==> src/rtl/packet_injector.sv <==
// Local-port transmitter: turns a core packet request into head/body/tail flits
// for the router local input, paced by a credit counter mirroring the router buffer.
module packet_injector #(
    parameter int unsigned ROUTER_ID = 0,
    parameter int unsigned BUF_DEPTH = 4
) (
    input  logic        clk_i,
    input  logic        rst_ni,
    input  logic        req_i,
    input  logic [3:0]  dest_i,
    input  logic [2:0]  len_i,
    output logic        req_ready_o,
    input  logic [14:0] pld_i,
    input  logic        pld_valid_i,
    output logic        pld_ready_o,
    input  logic        credit_i,
    output logic [16:0] flit_o,
    output logic        valid_o,
    output logic        err_o
);
    localparam int unsigned CW = $clog2(BUF_DEPTH + 1);
    localparam logic [CW-1:0] FULL = CW'(BUF_DEPTH);
    localparam logic [CW-1:0] ONE  = CW'(1);
    localparam logic [3:0] SELF = 4'(ROUTER_ID);

    typedef enum logic [1:0] {IDLE, HEAD, BODY} state_t;

    state_t        state;
    logic [CW-1:0] credits;
    logic [3:0]    dest;
    logic [2:0]    len;
    logic [2:0]    count;

    logic        has_credit;
    logic        accept;
    logic        head_go;
    logic        body_go;
    logic        issue;
    logic        overflow;
    logic [3:0]  row_oh;
    logic [3:0]  col_oh;
    logic [16:0] head_flit;

    assign has_credit  = credits != '0;
    assign req_ready_o = state == IDLE;
    assign pld_ready_o = (state == BODY) && has_credit;
    assign accept      = req_i && req_ready_o;
    assign head_go     = (state == HEAD) && has_credit;
    assign body_go     = pld_valid_i && pld_ready_o;
    assign issue       = head_go || body_go;
    // A returned credit with nothing outstanding means the router and we disagree.
    assign overflow    = credit_i && (credits == FULL);

    assign row_oh    = 4'b0001 << dest[3:2];
    assign col_oh    = 4'b0001 << dest[1:0];
    assign head_flit = {(len == 3'd0) ? 2'b11 : 2'b10, SELF, len, row_oh, col_oh};

    always_ff @(posedge clk_i or negedge rst_ni) begin
        if (!rst_ni) begin
            state   <= IDLE;
            credits <= FULL;
            dest    <= '0;
            len     <= '0;
            count   <= '0;
            flit_o  <= '0;
            valid_o <= 1'b0;
            err_o   <= 1'b0;
        end else begin
            valid_o <= issue;
            err_o   <= (accept && (dest_i == SELF)) || overflow;

            // Simultaneous issue and return cancel out.
            if (issue && !credit_i)
                credits <= credits - ONE;
            else if (credit_i && !issue && !overflow)
                credits <= credits + ONE;

            case (state)
                IDLE: begin
                    if (accept && (dest_i != SELF)) begin
                        dest  <= dest_i;
                        len   <= len_i;
                        state <= HEAD;
                    end
                end
                HEAD: begin
                    if (has_credit) begin
                        flit_o <= head_flit;
                        count  <= len;
                        state  <= (len == 3'd0) ? IDLE : BODY;
                    end
                end
                BODY: begin
                    if (body_go) begin
                        flit_o <= {(count == 3'd1) ? 2'b01 : 2'b00, pld_i};
                        count  <= count - 3'd1;
                        if (count == 3'd1)
                            state <= IDLE;
                    end
                end
                default: state <= IDLE;
            endcase
        end
    end
endmodule

==> config.mk <==
export PLATFORM = sky130hd
export DESIGN_NAME = packet_injector
export DESIGN_NICKNAME = d
export VERILOG_FILES = /design/src/rtl/packet_injector.sv
export SDC_FILE = /design/constraint.sdc
export NUM_CORES = 1
export LEC_CHECK = 0
export BUFFER_PORTS_ARGS = -buffer_cell sky130_fd_sc_hd__buf_4
export CORE_AREA = 2 2 86 88
export DETAILED_ROUTE_END_ITERATION = 7
export DIE_AREA = 0 0 88 90
export SETUP_SLACK_MARGIN = 0.02
export SYNTH_ARGS = -nofsm -noshare
export SYNTH_HDL_FRONTEND = slang
export SYNTH_SLANG_ARGS = --single-unit
==> constraint.sdc <==
create_clock -name clk_i -period 2.1 [get_ports clk_i]
set_clock_uncertainty 0.15 [all_clocks]
set_input_delay 0.315 -clock clk_i [delete_from_list [all_inputs] [get_ports clk_i]]
set_output_delay 0.315 -clock clk_i [all_outputs]
set_load 0.02 [all_outputs]
# After elaboration in Yosys (flattened, before gate mapping)
# Cells that the tools add are included.
[classes]
add_sub_neg = 3
eq_ne = 8
shifts = 2
n_mux = 16
n_reduce_logical = 25
[op_table]
columns = ["operator", "count"]
rows = [
  ["$mux W17", 2],
  ["$pmux W17 S2", 1],
  ["$mux W3", 4],
  ["$logic_and A1 B1 Y1", 10],
  ["$mux W2", 5],
  ["$shl A1 B2 Y4 const A", 2],
  ["$pmux W2 S3", 1],
  ["$pmux W3 S2", 1],
  ["$sub A3 B1 Y3 const B", 2],
  ["$logic_not A4 Y1", 1],
  ["$ne A2 B1 Y1 const B", 2],
  ["$ne A2 B2 Y1 const B", 2],
  ["$reduce_and A4 Y1", 1],
  ["$reduce_bool A2 Y1", 2],
  ["$reduce_bool A4 Y1", 1],
  ["$add A3 B1 Y3 const B", 1],
  ["$eq A3 B1 Y1 const B", 1],
  ["$eq A3 B3 Y1 const B", 1],
  ["$logic_not A1 Y1", 3],
  ["$logic_not A3 Y1", 1],
  ["$reduce_and A3 Y1", 1],
  ["$reduce_bool A3 Y1", 1],
  ["$eq A2 B1 Y1 const B", 1],
  ["$eq A2 B2 Y1 const B", 1],
  ["other kinds (4)", 6],
]
[word_totals]
regBits = 34
out_inout_bits = 21
word_cells = 62

# Longest topological paths before layout
# Gate-level depths: netlist (run 1).
[logic_depth]
depth_word = 9
ltp_mapped = 10

# Worst setup path before layout (run 1)
# No wires, ideal clock.
[synth_path]
path_type = "register to register"
from = "reg state[1]"
to = "reg credits[2]"
t_arrival_ns = 2.018
t_required_ns = 1.869
setup_slack_ns = -0.150
path_stages_with_launch = 11
path_buffers = 1
synth_period_minus_slack_ns = 2.250
cell_sequence = "dfrtp_1 nand2b_2 a21o_2 inv_2 buf_2 nand2_1 fa_1 nor2b_1 nand3_1 o31a_1 o211ai_1"
[synth_between]
elab_chain_len = 8
[synth_lines]
columns = ["item", "line", "source"]
rows = [
  ["start: declaration", "28", "state_t state;"],
  ["start signal: assignment", "90", "state <= (len == 3'd0) ? IDLE : BODY;"],
  ["$eq A2 B2 Y1", "46", "assign pld_ready_o = (state == BODY) && has_credit;"],
  ["$logic_and A1 B1 Y1", "46", ""],
  ["$logic_and A1 B1 Y1", "49", "assign body_go = pld_valid_i && pld_ready_o;"],
  ["$logic_or A1 B1 Y1 *", "50", "assign issue = head_go || body_go;"],
  ["via issue", "38", "logic issue;"],
  ["$logic_not A1 Y1", "75", "else if (credit_i && !issue && !overflow)"],
  ["$logic_and A1 B1 Y1 (2 in series)", "75", ""],
  ["$reduce_bool A2 Y1 (no source line)", "-", ""],
  ["end signal: assignment", "74", "credits <= credits - ONE;"],
  ["end signal: assignment", "76", "credits <= credits + ONE;"],
  ["end: declaration", "29", "logic [CW-1:0] credits;"],
]
# The timed path passes the listed nets; every way through them passes the cells marked *.
# A chain may end at the register's enable or synchronous reset.

# Worst setup path in the final report (run 1)
[layout_path]
from = "reg state[1]"
to = "reg credits[1]"
[layout_between]
elab_chain_len = 8
[layout_lines]
columns = ["item", "line"]
rows = [
  ["$eq A2 B2 Y1", "46"],
  ["$logic_and A1 B1 Y1", "46"],
  ["$logic_and A1 B1 Y1", "49"],
  ["$logic_or A1 B1 Y1 *", "50"],
  ["$logic_not A1 Y1", "75"],
  ["$logic_and A1 B1 Y1 (2 in series)", "75"],
  ["$reduce_bool A2 Y1 (no source line)", "-"],
]
# Mark *: on every way between the ends. The rest lies on a longest branch, timed or not.

==> results of run 1 <==
## registers in the layout, indices dropped and copies added, names as in the netlist
signal / cells
count: 3
dest: 4
len: 3
err_o: 1
flit_o: 17
valid_o: 1
state: 2
credits: 3
## report_power, final
group          internal, mW  switching [mW]  total [mW]  leakage [nW]
Clock                 0.235           0.226       0.462        0.0395
Combinational         0.907            1.08        1.98         0.642
Sequential            0.974           0.241        1.21         0.416
Total                  2.12            1.54        3.66          1.10
## worst max-delay path: stages (launching register included)
cell and delay (ns):
dfrtp_2 0.43, nand2b_4 0.17, a21o_4 0.22, inv_2 0.06, nand2_2 0.06, fa_2 0.57, nor2_2 0.04, a211o_1 0.25
## worst min path at each step
stage	cells past startpoint	from	to	slack, ns
final	3	pld_i[12]	flit_o[12]	0.1
after global placement	1	rst_ni	flit_o[11]	0.15
after CTS	3	pld_i[12]	flit_o[12]	0.09
after detailed placement	1	rst_ni	flit_o[11]	0.15
after floorplan	0	rst_ni	count[0]	-0.13
after global routing	2	len_i[1]	len[1]	0.09
## layout make-up
class	instances	area share
Clock buffer	8	0.0338
Multi-Input combinational cell	126	0.345
Inverter	7	0.0111
Sequential cell	34	0.360
Tap cell	99	0.0522
Timing Repair Buffer	62	0.197
## metal layers
metal / GRT usage / up-vias / share of wire / routed length [um]
met5: 0 / - / 0 / 0
met4: 0.0385 / 0 / 0.014 / 57
met3: 0.0395 / 4 / 0.063 / 260
met2: 0.163 / 39 / 0.45 / 1870
met1: 0.153 / 693 / 0.47 / 1970
li1: - / 743 / - / -
## kinds of logic after synthesis
family / count (synthesis) / share of synthesized area
DFF: 34 / 0.499
buffers and inverters: 16 / 0.0462
and+or+nand+nor: 74 / 0.221
adders and majority gates: 3 / 0.0264
AOI/OAI and AO/OA: 41 / 0.158
muxes: 6 / 0.0389
xor gates and xnor gates: 2 / 0.0103
## cell usage after synthesis (2+ instances only)
master	number	share of area
a21oi_1	8	0.023
a22o_1	3	0.015
o21ai_1	11	0.032
nor2_1	16	0.035
inv_1	6	0.013
or3_1	2	0.0073
nand3_1	9	0.026
buf_2	6	0.018
nor2b_1	2	0.0073
dfrtp_1	33	0.48
a31oi_1	6	0.022
nand2_1	27	0.059
ha_1	2	0.015
a211oi_1	2	0.0088
nor3_1	2	0.0059
o211ai_1	3	0.013
nor4_1	2	0.0073
nor3b_1	5	0.022
mux2_1	5	0.033
## timing repair
item / 4_1_cts / 5_1_grt
pin swaps: 0 / 1
resized for setup: 1 / 5
hold buffers: 1 / 0
endpoints found under the setup margin: 2 / 3
endpoints found under the hold margin: 33 / 0
setup buffers: 1 / 2
==> impl_metrics.tcl, run 1 <==
set metrics [dict create \
    finalPower_mw 3.66 \
    place_ws_ns 0.00675 \
    rr_endpoint "credits[1]" \
    register_area_um2 855 \
    ys_warn_count 0 \
    r2r_cells 7 \
    required_ns 2.13 \
    core-area_um2 7020 \
    finalNetCount 266 \
    cts_sinks 34 \
    final-max-slew-violation-count 0 \
    vias 1479 \
    drt-vias-per-instance 4.40 \
    start_kind "flop" \
    worst_pin_slew_ns 0.437 \
    place_area_um2 2230 \
    power.density_nw_per_um2 1540 \
    rsz0062_at_grt "yes" \
    grt_overflow_total 0 \
    dieArea_um2 7920 \
    grt_pass1_vias 1449 \
    multiInputGateArea_um2 820 \
    avgSynthCellArea_um2 9.70 \
    die_w_um 88 \
    syn_area_um2 1710 \
    cts.htree.levels 2 \
    area_delta_synth_final_pct 39.0 \
    max_freq_ghz 0.487 \
    grt_start_max_net_pins 35 \
    clockBufferDepth 2 \
    dp.cells 324 \
    r2r-start "state[1]" \
    crit_type "reg -> reg" \
    layout.cells.most_common_list "buf_4 (61), dfrtp_1 (31), nand2_1 (26)" \
    track_usage 0.112 \
    synth_seq_cells 34 \
    hold_ws_ns 0.0972 \
    portBuffers 47 \
    cts_tree "done" \
    ys_types 45 \
    drtIter0Drc 57 \
    endpoint_kind "flop" \
    wl_per_cell_um 12.4 \
    startpoint "state[1]" \
    ys.flop_type "dfrtp_1" \
    dp_hpwl_um 3070 \
    synth_edf_count 0 \
    final_util 0.338 \
    antenna_found_initial 0 \
    drt_wl_total_um 4150 \
    gp_congestion 0.726 \
    postSynthNetCount 206 \
    slew_headroom 0.709 \
    ant_nets 0 \
    vdd_drop_max_mv 0.463 \
    crit_path_end "credits[1]" \
    n_fill_cell 727 \
    final_common_cell "buf_4" \
    maxCapViolCount 0 \
    post-route-drc-count 0 \
    fin_crit_ns 2.05 \
    reg2reg_setup_slack_ns 0.05 \
    start_util 0.243 \
    worstHoldPathType "in -> reg" \
    setup_ws_ns 0.0458 \
    outcome "finished, final reports clean" \
    p_leak_nw 1.10 \
    finalCritPeriodShare 0.978 \
    final_area_um2 2370 \
    ys_seq_area_frac 0.499 \
    cts-root-buf "clkbuf_8" \
    worstSkewPairLatency_ns 0.29 \
    cp_max_fo 4 \
    io_pins 48 \
    grt_pass1_wl_um 6890 \
    setup-tns-final_ns 0 \
    fp-row-count 31 \
    synthArstFlopShare 1.00 \
    diodes 0 \
    final_cells 336 \
    layout-drive-gt1-share 0.354 \
    setup_viol 0 \
    path_clk_slew_ns 0.07 \
    cts_buffers 5 \
    hold_violations 0 \
    firstDrtPassIters 4 \
    fp.dieH_um 90 \
    syn-instance-count 176 \
    arrival_ns 2.08 \
]
No activity file was read; power rests on OpenSTA's default activity.
==> run 2, diff against run 1 <==
--- a/config.mk
+++ b/config.mk
@@ -9,6 +9,7 @@
 export CORE_AREA = 2 2 86 88
 export DETAILED_ROUTE_END_ITERATION = 7
 export DIE_AREA = 0 0 88 90
+export PLACE_DENSITY = 0.47
 export SETUP_SLACK_MARGIN = 0.02
 export SYNTH_ARGS = -nofsm -noshare
 export SYNTH_HDL_FRONTEND = slang
==> run 2 against run 1 <==
Net effect:
- maximum frequency up 0.59%
- register-to-register slack barely moved
- core utilization is 0.43 points higher
- die area unchanged
- setup slack improved by 0.012 ns
- final cell count increased by 0.89%
- via count fell by 1.4%
- global-route usage is 0.57 points higher
- largest cell class unchanged
==> impl_metrics.tcl, run 2 (same netlist as run 1, synthesis figures left out) <==
set metrics [dict create \
    slew_headroom 0.695 \
    final_common_cell "buf_4" \
    layout-drive-gt1-share 0.371 \
    path_clk_slew_ns 0.08 \
    arrival_ns 2.10 \
    final_cells 339 \
    grt_overflow_total 0 \
    track_usage 0.118 \
    max_freq_ghz 0.490 \
    p_leak_nw 1.11 \
    start_util 0.243 \
    maxCapViolCount 0 \
    cts_buffers 5 \
    vdd_drop_max_mv 0.519 \
    drtIter0Drc 48 \
    die_w_um 88 \
    setup_viol 0 \
    io_pins 48 \
    final_util 0.342 \
    start_kind "flop" \
    dp.cells 325 \
    area_delta_synth_final_pct 40.8 \
    largest_reg_flops 17 \
    finalNetCount 269 \
    p_switching_mw 1.59 \
    cts_tree "done" \
    dp_hpwl_um 3190 \
    fp-row-count 31 \
    grt_pass1_vias 1439 \
    required_ns 2.15 \
    worstSkewPairLatency_ns 0.29 \
    fin_crit_ns 2.04 \
    p_int_mw 2.13 \
    finalCritPeriodShare 0.972 \
    cp_max_fo 4 \
    vias 1459 \
    crit_type "reg -> reg" \
    gp_congestion 0.787 \
    post-route-drc-count 0 \
    ant_nets 0 \
    antenna_found_initial 0 \
    worstHoldPathType "in -> reg" \
    clockBufferDepth 2 \
    diodes 0 \
    grt_start_max_net_pins 35 \
    cts_sinks 34 \
    hold_violations 0 \
    dieArea_um2 7920 \
    portBuffers 47 \
    pwr-share-seq 0.327 \
    final-max-slew-violation-count 0 \
    hold_ws_ns 0.0941 \
    cts.htree.levels 2 \
    p_sw_frac 0.428 \
    wl_per_cell_um 13.0 \
    largest_register "flit_o" \
    p_clk_frac 0.131 \
    power.density_nw_per_um2 1550 \
    place_area_um2 2240 \
    core-area_um2 7020 \
    outcome "finished, final reports clean" \
    combPwrFrac 0.541 \
    worst_pin_slew_ns 0.458 \
    n_fill_cell 737 \
    grt_pass1_wl_um 7210 \
    layout.cells.most_common_list "buf_4 (63), dfrtp_1 (31), nand2_1 (26)" \
    final_area_um2 2400 \
    cts-root-buf "clkbuf_8" \
    drt-vias-per-instance 4.30 \
    drt_wl_total_um 4420 \
    endpoint_kind "flop" \
    reg_top3 "flit_o (17), dest (4)" \
    firstDrtPassIters 4 \
    fp.dieH_um 90 \
    rsz0062_at_grt "yes" \
]
==> run 2: per-stage QoR <==
stage | setup slack (ns) | setup TNS (ns) | power, mW
2_1_floorplan | -0.0724 | -0.111 | 2.50
3_3_place_gp | 0.0401 | 0 | 3.16
3_5_place_dp | 0.0204 | 0 | 3.17
4_1_cts | 0.0251 | 0 | 3.72
5_1_grt | -0.0593 | -0.0614 | 4.05
6_report | 0.0578 | 0 | 3.72
==> run 2: timing repair <==
item / 4_1_cts / 5_1_grt
endpoints found under the hold margin: 33 / 0
hold buffers: 1 / 0
pin swaps: 0 / 4
gates cloned: 0 / 0
gates resized for setup: 1 / 5
buffers inserted: 2 / 3
setup endpoints to repair: 1 / 3
==> run 2: final timing paths <==
kind / startpoint / end / slack, ns / cells after the start
worst max-delay path: state[1] / credits[2] / 0.06 / 9
worst min-delay path: pld_i[12] / flit_o[12] / 0.09 / 3
worst max register to register: state[1] / credits[2] / 0.06 / 9
worst min register to register: flit_o[12] / flit_o[12] / 0.32 / 2
max in group asynchronous: rst_ni / credits[2] / 1.08 / 2
min in group asynchronous: rst_ni / flit_o[5] / 0.37 / 2
==> run 2: cell type report <==
cell class              instances  area [um2]  area share
well taps                      99         124      0.0516
flip-flops and latches         34         855       0.356
clock buffers                   5        68.8      0.0286
multi-input cells             126         811       0.338
clock inverters                 3        21.3     0.00885
inverters                       7        28.8      0.0120
repair buffers                 65         494       0.206
==> run 2: power by group through the flow <==
stage               Clock [mW]  Sequential, mW  Combinational, mW
finish                   0.488            1.22               2.01
global route             0.537            1.26               2.25
CTS                      0.517            1.23               1.97
detailed placement           0            1.24               1.93
global placement             0            1.23               1.93
floorplan                    0            1.40               1.10
==> run 2: critical path, stage by stage (launching register included) <==
cell and delay (ns):
dfrtp_2 0.44, nand2b_4 0.16, a21o_4 0.22, inv_4 0.05, nand2_2 0.05, fa_2 0.34, nor2b_2 0.15, nand3_2 0.10
o31a_1 0.11, o211ai_1 0.19
==> run 2: metal layers <==
layer	global-route usage	routed length, um	vias to the layer above
met1	0.170	2210	669
met2	0.169	1920	39
li1	-	-	744
met4	0.0346	61	0
met3	0.0340	226	7
met5	0	0	-
==> run 3, diff against run 2 <==
--- a/config.mk
+++ b/config.mk
@@ -5,11 +5,13 @@
 export SDC_FILE = /design/constraint.sdc
 export NUM_CORES = 1
 export LEC_CHECK = 0
+export ABC_AREA = 1
 export BUFFER_PORTS_ARGS = -buffer_cell sky130_fd_sc_hd__buf_4
-export CORE_AREA = 2 2 86 88
+export CORE_AREA = 2 2 85 87
 export DETAILED_ROUTE_END_ITERATION = 7
-export DIE_AREA = 0 0 88 90
+export DIE_AREA = 0 0 87 89
 export PLACE_DENSITY = 0.47
+export REMOVE_ABC_BUFFERS = 1
 export SETUP_SLACK_MARGIN = 0.02
 export SYNTH_ARGS = -nofsm -noshare
 export SYNTH_HDL_FRONTEND = slang
==> constraint.sdc (replaced) <==
create_clock -name clk_i -period 2.1 [get_ports clk_i]
set_clock_uncertainty 0.15 [all_clocks]
set_input_delay 0.42 -clock clk_i [delete_from_list [all_inputs] [get_ports clk_i]]
set_output_delay 0.42 -clock clk_i [all_outputs]
set_load 0.02 [all_outputs]
==> run 3 against run 2 <==
Net effect:
- total power is essentially flat
- sequential power is essentially flat
- synthesized area shrank 3.7%
- combinational power shrank 11%
- core utilization shrank 0.61 points
- clock power grew 50%
- sequential share of layout area grew 2.2 points
- first-iteration DRC count shrank 17%
- via count is the same
- global-route usage shrank 0.62 points
- die area shrank 2.2%
- final area shrank 6.0%
==> impl_metrics.tcl, run 3 <==
set metrics [dict create \
    outcome "finished, final reports clean" \
    finalCritPeriodShare 0.941 \
    final_cells 331 \
    final_area_um2 2260 \
    vdd_drop_max_mv 0.391 \
    synth_top_family_by_area "simple AND/OR/NAND/NOR gates" \
    place_area_um2 2090 \
    endpoint_kind "output pin" \
    path_clk_slew_ns 0.08 \
    synth-adder-area-share 0.0274 \
    cts_buffers 5 \
    setup-tns-final_ns 0 \
    ys.flop_type "dfrtp_1" \
    crit_type "reg -> out" \
    max_freq_ghz 0.506 \
    synth-compound-area-share 0.0929 \
    yosysTopAreaCellShare 0.503 \
    dp_hpwl_um 2920 \
    slew_headroom 0.707 \
    firstDrtPassIters 6 \
    cts.htree.levels 2 \
    worstHoldPathType "in -> reg" \
    fp-row-count 30 \
    setup_viol 0 \
    start_util 0.245 \
    final-max-slew-violation-count 0 \
    maxCapViolCount 0 \
    vias 1459 \
    largest_register "flit_o" \
    synth_xor_area_frac 0 \
    cts_sinks 34 \
    layout.cells.most_common_list "buf_4 (51), nand2_1 (49), dfrtp_1 (33)" \
    layout-drive-gt1-share 0.279 \
    hold_violations 0 \
    place_ws_ns 0.178 \
    cts-root-buf "clkbuf_8" \
    finalPower_mw 3.72 \
    synth_edf_count 0 \
    drtIter0Drc 40 \
    ys_types 24 \
    syn-instance-count 197 \
    fin_crit_ns 1.98 \
    fp.dieH_um 89 \
    grt_overflow_total 0 \
    p_leak_nw 1.14 \
    synthMuxAreaShare 0 \
    portBuffers 47 \
    track_usage 0.111 \
    drt_wl_total_um 4080 \
    cts_tree "done" \
    grt_start_max_net_pins 36 \
    dp.cells 322 \
    wl_per_cell_um 12.3 \
    synth.area.top_cells "dfrtp_1 (50%), nand2_1 (11%), nand3_1 (8.2%), inv_1 (5.0%), a31oi_1 (4.6%)" \
    io_pins 48 \
    rsz0062_at_grt "no" \
    syn_area_um2 1640 \
    area_delta_synth_final_pct 37.5 \
    setup_ws_ns 0.124 \
    reg_top3 "flit_o (17), dest (4)" \
    ant_nets 0 \
    largest_reg_flops 17 \
    start_kind "flop" \
    dieArea_um2 7740 \
    grt_pass1_vias 1415 \
    drt-vias-per-instance 4.41 \
    core-area_um2 6720 \
    diodes 0 \
    post-route-drc-count 0 \
    grt_pass1_wl_um 6670 \
    synth_simple_gate_area_frac 0.282 \
    postCtsSetupBuffers 0 \
    final_common_cell "buf_4" \
    power.density_nw_per_um2 1650 \
    yosysMostFrequentCell "nand2_1" \
    cp_max_fo 20 \
    worstSkewPairLatency_ns 0.29 \
    die_w_um 87 \
    avgSynthCellArea_um2 8.34 \
    yosys-top-cells-count "nand2_1 (49), dfrtp_1 (33), nand3_1 (27)" \
    synthArstFlopShare 1.00 \
    arrival_ns 1.41 \
    finalNetCount 280 \
    worst_pin_slew_ns 0.440 \
    antenna_found_initial 0 \
    required_ns 1.53 \
    ys_seq_area_frac 0.519 \
    clockBufferDepth 2 \
    synth_seq_cells 34 \
    synth_top_area_cell "dfrtp_1" \
    gp_congestion 0.800 \
    ys_warn_count 0 \
]
-- run 3: final cells by class --
class / count / area, um2
timing repair buffer: 53 / 413
fill: 737 / 4460
clock buffer: 5 / 68.8
clock inverter: 3 / 68.8
multi-input combinational: 132 / 666
inverter: 24 / 90.1
sequential: 34 / 852
tap: 80 / 100
-- run 3: kinds of logic after synthesis --
| kind of cell | Yosys count |
|---|---|
| and+or+nand+nor | 102 |
| DFF | 34 |
| adders and majority gates | 3 |
| buffers and inverters | 31 |
| AOI/OAI and AO/OA | 27 |
-- run 3: through the flow --
stage	hold slack, ns	util
floorplan	-0.0256	-
global placement	0.257	0.312
detailed placement	0.256	0.312
CTS	0.198	0.334
global route	0.200	0.336
finish	0.208	0.336
-- run 3: final timing paths --
check                           startpoint  cells past startpoint  slack (ns)          end
worst max-delay path              state[0]                      5        0.12  pld_ready_o
worst min-delay path             pld_i[11]                      3        0.21   flit_o[11]
worst max register to register  credits[2]                     10        0.17   credits[2]
worst min register to register      len[0]                      2        0.35       len[0]
max in group asynchronous           rst_ni                      2        0.99   credits[2]
min in group asynchronous           rst_ni                      2        0.46    flit_o[1]
-- run 3: power breakdown --
group | switching [mW] | total, mW | internal, mW
Clock | 0.256 | 0.732 | 0.476
Combinational | 1.07 | 1.79 | 0.719
Sequential | 0.212 | 1.20 | 0.988
-- run 3: critical path, stage by stage (launching register included) --
cell     delay (ns)
dfrtp_1        0.44
nor2_4         0.19
buf_12         0.17
inv_1          0.06
nor2_1         0.10
buf_4          0.15
-- run 3: repair_timing --
item | 4_1_cts | 5_1_grt
setup endpoints to repair | 1 | 1
pin swaps | 0 | 0
hold buffers | 1 | 0
endpoints found under the hold margin | 33 | 0
gates resized for setup | 1 | 3
-- run 3: per-layer routing --
metal,track usage,wire length [um],up-vias
met3,0.0259,111,6
li1,-,-,751
met2,0.177,1920,23
met1,0.148,1970,679
met5,0,0,-
met4,0.0426,73,0
